$ cat config.mk
export PLATFORM = sky130hd
export DESIGN_NAME = baud_tick_gen
export DESIGN_NICKNAME = d
export VERILOG_FILES = /design/src/rtl/uart_pkg.sv /design/src/rtl/sample_prescaler.sv /design/src/rtl/baud_tick_gen.sv
export SDC_FILE = /design/constraint.sdc
export NUM_CORES = 1
export LEC_CHECK = 0
export CORE_ASPECT_RATIO = 2
export CORE_MARGIN = 4
export CORE_UTILIZATION = 49
export CTS_CLUSTER_DIAMETER = 120
export DETAILED_ROUTE_END_ITERATION = 7
export PLACE_DENSITY = 0.76
export SETUP_SLACK_MARGIN = 0.02
export SYNTH_ARGS = -nofsm -noshare
export SYNTH_HDL_FRONTEND = slang
export SYNTH_SLANG_ARGS = --single-unit
$ cat constraint.sdc
create_clock -name SystemClock -period 1.8 [get_ports SystemClock]
set_input_delay 0.36 -clock SystemClock [delete_from_list [all_inputs] [get_ports SystemClock]]
set_output_delay 0.36 -clock SystemClock [all_outputs]
set_load 0.02 [all_outputs]
$ cat src/rtl/uart_pkg.sv
// Shared UART constants, divisor helper and phase typedef.
// Imported by the baud tick generator and its prescaler.
package uart_pkg;

  localparam int UART_CNT_W      = 24;
  localparam int UART_OVERSAMPLE = 16;

  typedef logic [$clog2(UART_OVERSAMPLE)-1:0] phase_t;

  // Sample period is (result + 1) clocks, so subtract one.
  function automatic int uartDefaultDiv(
    input longint clkHz,
    input longint baud
  );
    return int'(clkHz / (baud * UART_OVERSAMPLE)) - 1;
  endfunction

endpackage

$ cat src/rtl/sample_prescaler.sv
// Sample prescaler: SampleCnt, pending/active divisor, wrap strobe.
// Optional FRACTIONAL_DIV_EN adds a fractional period accumulator.
module sample_prescaler
  import uart_pkg::*;
#(
  parameter int CNT_W       = UART_CNT_W,
  parameter int DEFAULT_DIV = 650
`ifdef FRACTIONAL_DIV_EN
  ,
  parameter int FRAC_W      = 4
`endif
) (
  input  logic             SystemClock,
  input  logic             ResetTimer,
  input  logic             Enable,
  input  logic [CNT_W-1:0] Divisor,
  input  logic             LoadDivisor,
  input  logic             Restart,
`ifdef FRACTIONAL_DIV_EN
  input  logic [FRAC_W-1:0] DivisorFrac,
`endif
  output logic             Wrap,
  output logic [CNT_W-1:0] DivisorActive
);

  logic [CNT_W-1:0] sampleCnt;
  logic [CNT_W-1:0] pendingDiv;
  logic             loadPending;
  logic             atTop;
`ifdef FRACTIONAL_DIV_EN
  logic [FRAC_W-1:0] pendingFrac;
  logic [FRAC_W-1:0] fracActive;
  logic [FRAC_W-1:0] fracAcc;
  logic              stretch;
`endif

  // Wrap when the count reaches the divisor (after any stretch clock).
  always_comb begin
    atTop = (sampleCnt == DivisorActive);
`ifdef FRACTIONAL_DIV_EN
    Wrap  = Enable && !Restart && atTop && !stretch;
`else
    Wrap  = Enable && !Restart && atTop;
`endif
  end

  // Counter, divisor hand-over at wrap/restart, fractional accumulator.
  always_ff @(posedge SystemClock) begin
    if (ResetTimer) begin
      sampleCnt     <= '0;
      DivisorActive <= CNT_W'(DEFAULT_DIV);
      pendingDiv    <= '0;
      loadPending   <= 1'b0;
`ifdef FRACTIONAL_DIV_EN
      pendingFrac   <= '0;
      fracActive    <= '0;
      fracAcc       <= '0;
      stretch       <= 1'b0;
`endif
    end else begin
      if (LoadDivisor) begin
        pendingDiv  <= Divisor;
`ifdef FRACTIONAL_DIV_EN
        pendingFrac <= DivisorFrac;
`endif
      end
      if (Restart) begin
        sampleCnt   <= '0;
        loadPending <= 1'b0;
`ifdef FRACTIONAL_DIV_EN
        fracAcc     <= '0;
        stretch     <= 1'b0;
`endif
        if (LoadDivisor) begin
          DivisorActive <= Divisor;
`ifdef FRACTIONAL_DIV_EN
          fracActive    <= DivisorFrac;
`endif
        end else if (loadPending) begin
          DivisorActive <= pendingDiv;
`ifdef FRACTIONAL_DIV_EN
          fracActive    <= pendingFrac;
`endif
        end
      end else if (Wrap) begin
        sampleCnt   <= '0;
        loadPending <= LoadDivisor;
        if (loadPending) begin
          DivisorActive <= pendingDiv;
`ifdef FRACTIONAL_DIV_EN
          fracActive    <= pendingFrac;
`endif
        end
`ifdef FRACTIONAL_DIV_EN
        {stretch, fracAcc} <=
          {1'b0, fracAcc} + {1'b0, fracActive};
`endif
      end else begin
        if (LoadDivisor) loadPending <= 1'b1;
        if (Enable) begin
`ifdef FRACTIONAL_DIV_EN
          if (atTop) stretch <= 1'b0;
          else sampleCnt <= sampleCnt + CNT_W'(1);
`else
          sampleCnt <= sampleCnt + CNT_W'(1);
`endif
        end
      end
    end
  end

endmodule

$ cat src/rtl/baud_tick_gen.sv
// Baud/oversample tick generator: SampleTick, NextBit, MidBit.
// Optional fractional divisor via FRACTIONAL_DIV_EN (adds DivisorFrac).
module baud_tick_gen
  import uart_pkg::*;
#(
  parameter int CNT_W       = UART_CNT_W,
  parameter int OVERSAMPLE  = UART_OVERSAMPLE,
  parameter int DEFAULT_DIV = uartDefaultDiv(100_000_000, 9600),
  parameter int FRAC_W      = 4
) (
  input  logic             SystemClock,
  input  logic             ResetTimer,
  input  logic             Enable,
  input  logic [CNT_W-1:0] Divisor,
  input  logic             LoadDivisor,
  input  logic             Restart,
`ifdef FRACTIONAL_DIV_EN
  input  logic [FRAC_W-1:0] DivisorFrac,
`endif
  output logic             SampleTick,
  output logic             NextBit,
  output logic             MidBit,
  output logic [CNT_W-1:0] DivisorActive
);

  localparam int PH_W = $clog2(OVERSAMPLE);

  if (OVERSAMPLE < 2 || OVERSAMPLE > 64 ||
      (OVERSAMPLE & (OVERSAMPLE - 1)) != 0 ||
      FRAC_W < 1) begin : gBadCfg
    $error("baud_tick_gen: bad OVERSAMPLE or FRAC_W");
  end

  logic            wrap;
  logic [PH_W-1:0] phaseCnt;

  sample_prescaler #(
    .CNT_W       (CNT_W),
    .DEFAULT_DIV (DEFAULT_DIV)
`ifdef FRACTIONAL_DIV_EN
    ,
    .FRAC_W      (FRAC_W)
`endif
  ) uPrescaler (
    .SystemClock   (SystemClock),
    .ResetTimer    (ResetTimer),
    .Enable        (Enable),
    .Divisor       (Divisor),
    .LoadDivisor   (LoadDivisor),
    .Restart       (Restart),
`ifdef FRACTIONAL_DIV_EN
    .DivisorFrac   (DivisorFrac),
`endif
    .Wrap          (wrap),
    .DivisorActive (DivisorActive)
  );

  // Phase counter and registered strobes decoded from the sample wrap.
  always_ff @(posedge SystemClock) begin
    if (ResetTimer || Restart) begin
      phaseCnt   <= '0;
      SampleTick <= 1'b0;
      NextBit    <= 1'b0;
      MidBit     <= 1'b0;
    end else begin
      SampleTick <= wrap;
      NextBit    <= wrap &&
                    (phaseCnt == PH_W'(OVERSAMPLE - 1));
      MidBit     <= wrap &&
                    (phaseCnt == PH_W'(OVERSAMPLE / 2 - 1));
      if (wrap) phaseCnt <= phaseCnt + PH_W'(1);
    end
  end

endmodule

==> impl_metrics.yaml <==
run_status:
  status: "finished with violations"
  violations: "negative setup slack"
logic_synthesis:
  async_reset_ff_share_pct: 0
  yosys_register_bits: 80
  netlist_instances: 444
  yosys_warnings: 0
  syn_nets: 475
  avgSynthCellArea_um2: 8.97
  synth-edff-count: 0
  syn_area_um2: 3980
  ys_seq_area_share_pct: 40.2
  synthFlopType: "dfxtp_1"
  yosys.cell_types.count: 31
clock_tree:
  clk_pin_slew_ps: 60
  cts.htree.levels: 3
  cts-root-buf: "clkbuf_16"
  insertion_delay_ps: 340
  cts_tree: "done"
  cts_buffers: 9
  ctsHoldBuffers: 0
  clock_sinks: 80
  clk_path_buf_depth: 2
setup_path:
  cp_top_family: "simple AND/OR/NAND/NOR gates"
  r2r-start: "uPrescaler.sampleCnt[8]"
  max_stage_delay_ps: 590
  critical_path.startpoint: "uPrescaler.sampleCnt[8]"
  crit_path_end: "phaseCnt[2]"
  cp_max_fo: 6
  crit_arrival_ps: 2240
  r2r_slack_ps: -170
  reg2reg_depth: 5
  worstSetupStartpointType: "flop"
  crit_buf_inv: 0
  path_depth: 5
  cp_slowest_cell: "or4_4"
  crit_type: "flop to flop"
  worstPathRequired_ps: 2070
  crit_chain: "xnor2_4, nand4_1, or4_4, or4_1, a21oi_1"
  cp-end-kind: "flop"
  timing.rr.end: "phaseCnt[2]"
placed_design:
  dp.cells: 656
  gp_congestion: 0.870
  place_ws_ps: -744
  placed_area_um2: 5530
  place_hpwl_mm: 7.79
  port_buffers: 55
sta:
  clock_skew_ps: 4.78
  min_period_ps: 1970
  max_freq_mhz: 507
  timing.final.crit_share_pct: 110
  hold_viol_final: 0
  rsz0062_at_grt: "true"
  setup_slack_ps: -173
  tightestPinTransition_ps: 389
  slew_headroom_pct: 74.1
  drv_slew: 0
  whs_ps: 493
  finalSetupViolations: 44
  fin_setup_tns_ps: -3180
finish:
  nets: 608
  syn_to_final_growth_pct: 52.2
  final_util_pct: 76.3
  n_antenna_cell: 0
  drive_above_1_share_pct: 31.6
  final_area_um2: 6060
  fin_cells: 678
  nFillCells: 530
drt:
  drc: 0
  drt_pass1_iterations: 5
  wl_mm: 11.3
  num_vias: 3687
  wire_per_inst_um: 16.7
  drt_iter0_markers: 211
  via_per_inst: 5.44
  antenna_left: 0
pwr:
  power_density_nw_per_um2: 715
  total_power_mw: 4.33
  irDropWorstVdd_mv: 0.671
  leakagePower_nw: 2.53
floorplanning:
  die_x_um: 71.8
  start_util_pct: 50.1
  core_area_um2: 7940
  die_h_um: 135
  die_area_um2: 9720
  num_rows: 46
  io_pins: 56
grt:
  grt_overflow_total: 0
  grt_usage_pct: 23.8
  grt_pass1_vias: 3887
  grt_pass1_wl_mm: 18.1
  antenna_found_initial: 0
  grt_max_degree: 49
flow_run:
  timing.max_cap.violations: 0
worst_hold_path:
  min_path_type: "flop to flop"
-- where the power goes --
group | internal [mW] | total, mW | switching (mW)
clock network | 1.01 | 1.72 | 0.710
registers | 1.83 | 1.89 | 0.0606
logic | 0.392 | 0.722 | 0.330
-- layout make-up --
| class | instances | area, µm² | area share [%] |
|---|---|---|---|
| flip-flops and latches | 80 | 1710 | 28.2 |
| repair buffers | 150 | 1370 | 22.6 |
| inverters | 8 | 30.0 | 0.496 |
| clock inverters | 1 | 5.00 | 0.0826 |
| well taps | 96 | 120 | 1.98 |
| clock buffers | 15 | 268 | 4.42 |
| multi-input cells | 328 | 2560 | 42.2 |
-- tightest hold or removal path, stage by stage (launching register included) --
cell and delay (ps):
dfxtp_1 340, inv_1 60, nor4_1 40
-- layer usage --
layer / track usage, % / vias up / routed length [µm]
met4: 10.6 / 0 / 240
li1: - / 1780 / -
met3: 3.86 / 20 / 365
met1: 26.4 / 1811 / 4420
met5: 0 / - / 0
met2: 43.3 / 76 / 6320
-- timing repair --
action                                  CTS  global route
endpoints found under the setup margin   47            63
buffers inserted                          2             3
cloned                                    0             1
pin swaps                                 6            12
resized for setup                        31            30
-- cells by family (layout without fill, tap and decap cells) --
kind of cell    after synthesis  in the layout  share of synthesized area (%)
simple gates                170            170                           20.2
flops                        80             80                           40.2
mux                          73             73                           18.3
xor+xnor                     47             47                           10.3
compound gates               36             36                           6.69
buf+inv                      36            174                           3.58
fa+ha+maj                     2              2                          0.628
-- how the worst min path moves through the flow --
| stage | to | startpoint | depth (start not counted) |
|---|---|---|---|
| final | NextBit | phaseCnt[3] | 2 |
| after global routing | NextBit | phaseCnt[3] | 2 |
| after CTS | NextBit | phaseCnt[3] | 2 |
| after detailed placement | NextBit | phaseCnt[3] | 2 |
| after global placement | NextBit | phaseCnt[3] | 2 |
| after floorplan | MidBit | phaseCnt[3] | 1 |
-- layout by cell type (no fill, tap or decap), types with 9 or more instances in the layout --
cell type,Yosys,routed
a211o_1,20,20
buf_4,0,84
clkbuf_16,0,10
clkdlybuf4s50_1,0,28
dfxtp_1,80,42
dfxtp_2,0,14
dfxtp_4,0,24
dlygate4sd2_1,0,17
dlymetal6s2s_1,0,9
mux2i_1,73,73
nand2_1,14,14
nand2b_1,20,20
nand4_1,11,11
nor2_1,88,88
xnor2_1,44,21
xnor2_2,0,17
-- state kept, by name, indices dropped and copies added (netlist names) --
signal,flops
MidBit,1
NextBit,1
SampleTick,1
phaseCnt,4
uPrescaler.DivisorActive,24
uPrescaler.loadPending,1
uPrescaler.pendingDiv,24
uPrescaler.sampleCnt,24
-- synth_stat cells (all sizes together), types with 3 or more instances --
cell type / number / area, µm²
nand2: 14 / 52.6
nor2: 88 / 330
nor3: 7 / 35.0
nand2b: 20 / 125
a21oi: 10 / 50.1
or4: 3 / 22.5
nor4: 5 / 31.3
inv: 8 / 30.0
clkbuf: 19 / 71.3
and3: 3 / 18.8
xor2: 3 / 26.3
a211o: 20 / 175
nand3: 9 / 45.0
buf: 9 / 41.3
dfxtp: 80 / 1600
nand4: 11 / 68.8
xnor2: 44 / 385
mux2i: 73 / 731
o21ai: 3 / 15.0
No activity file was read; power rests on OpenSTA's default activity.
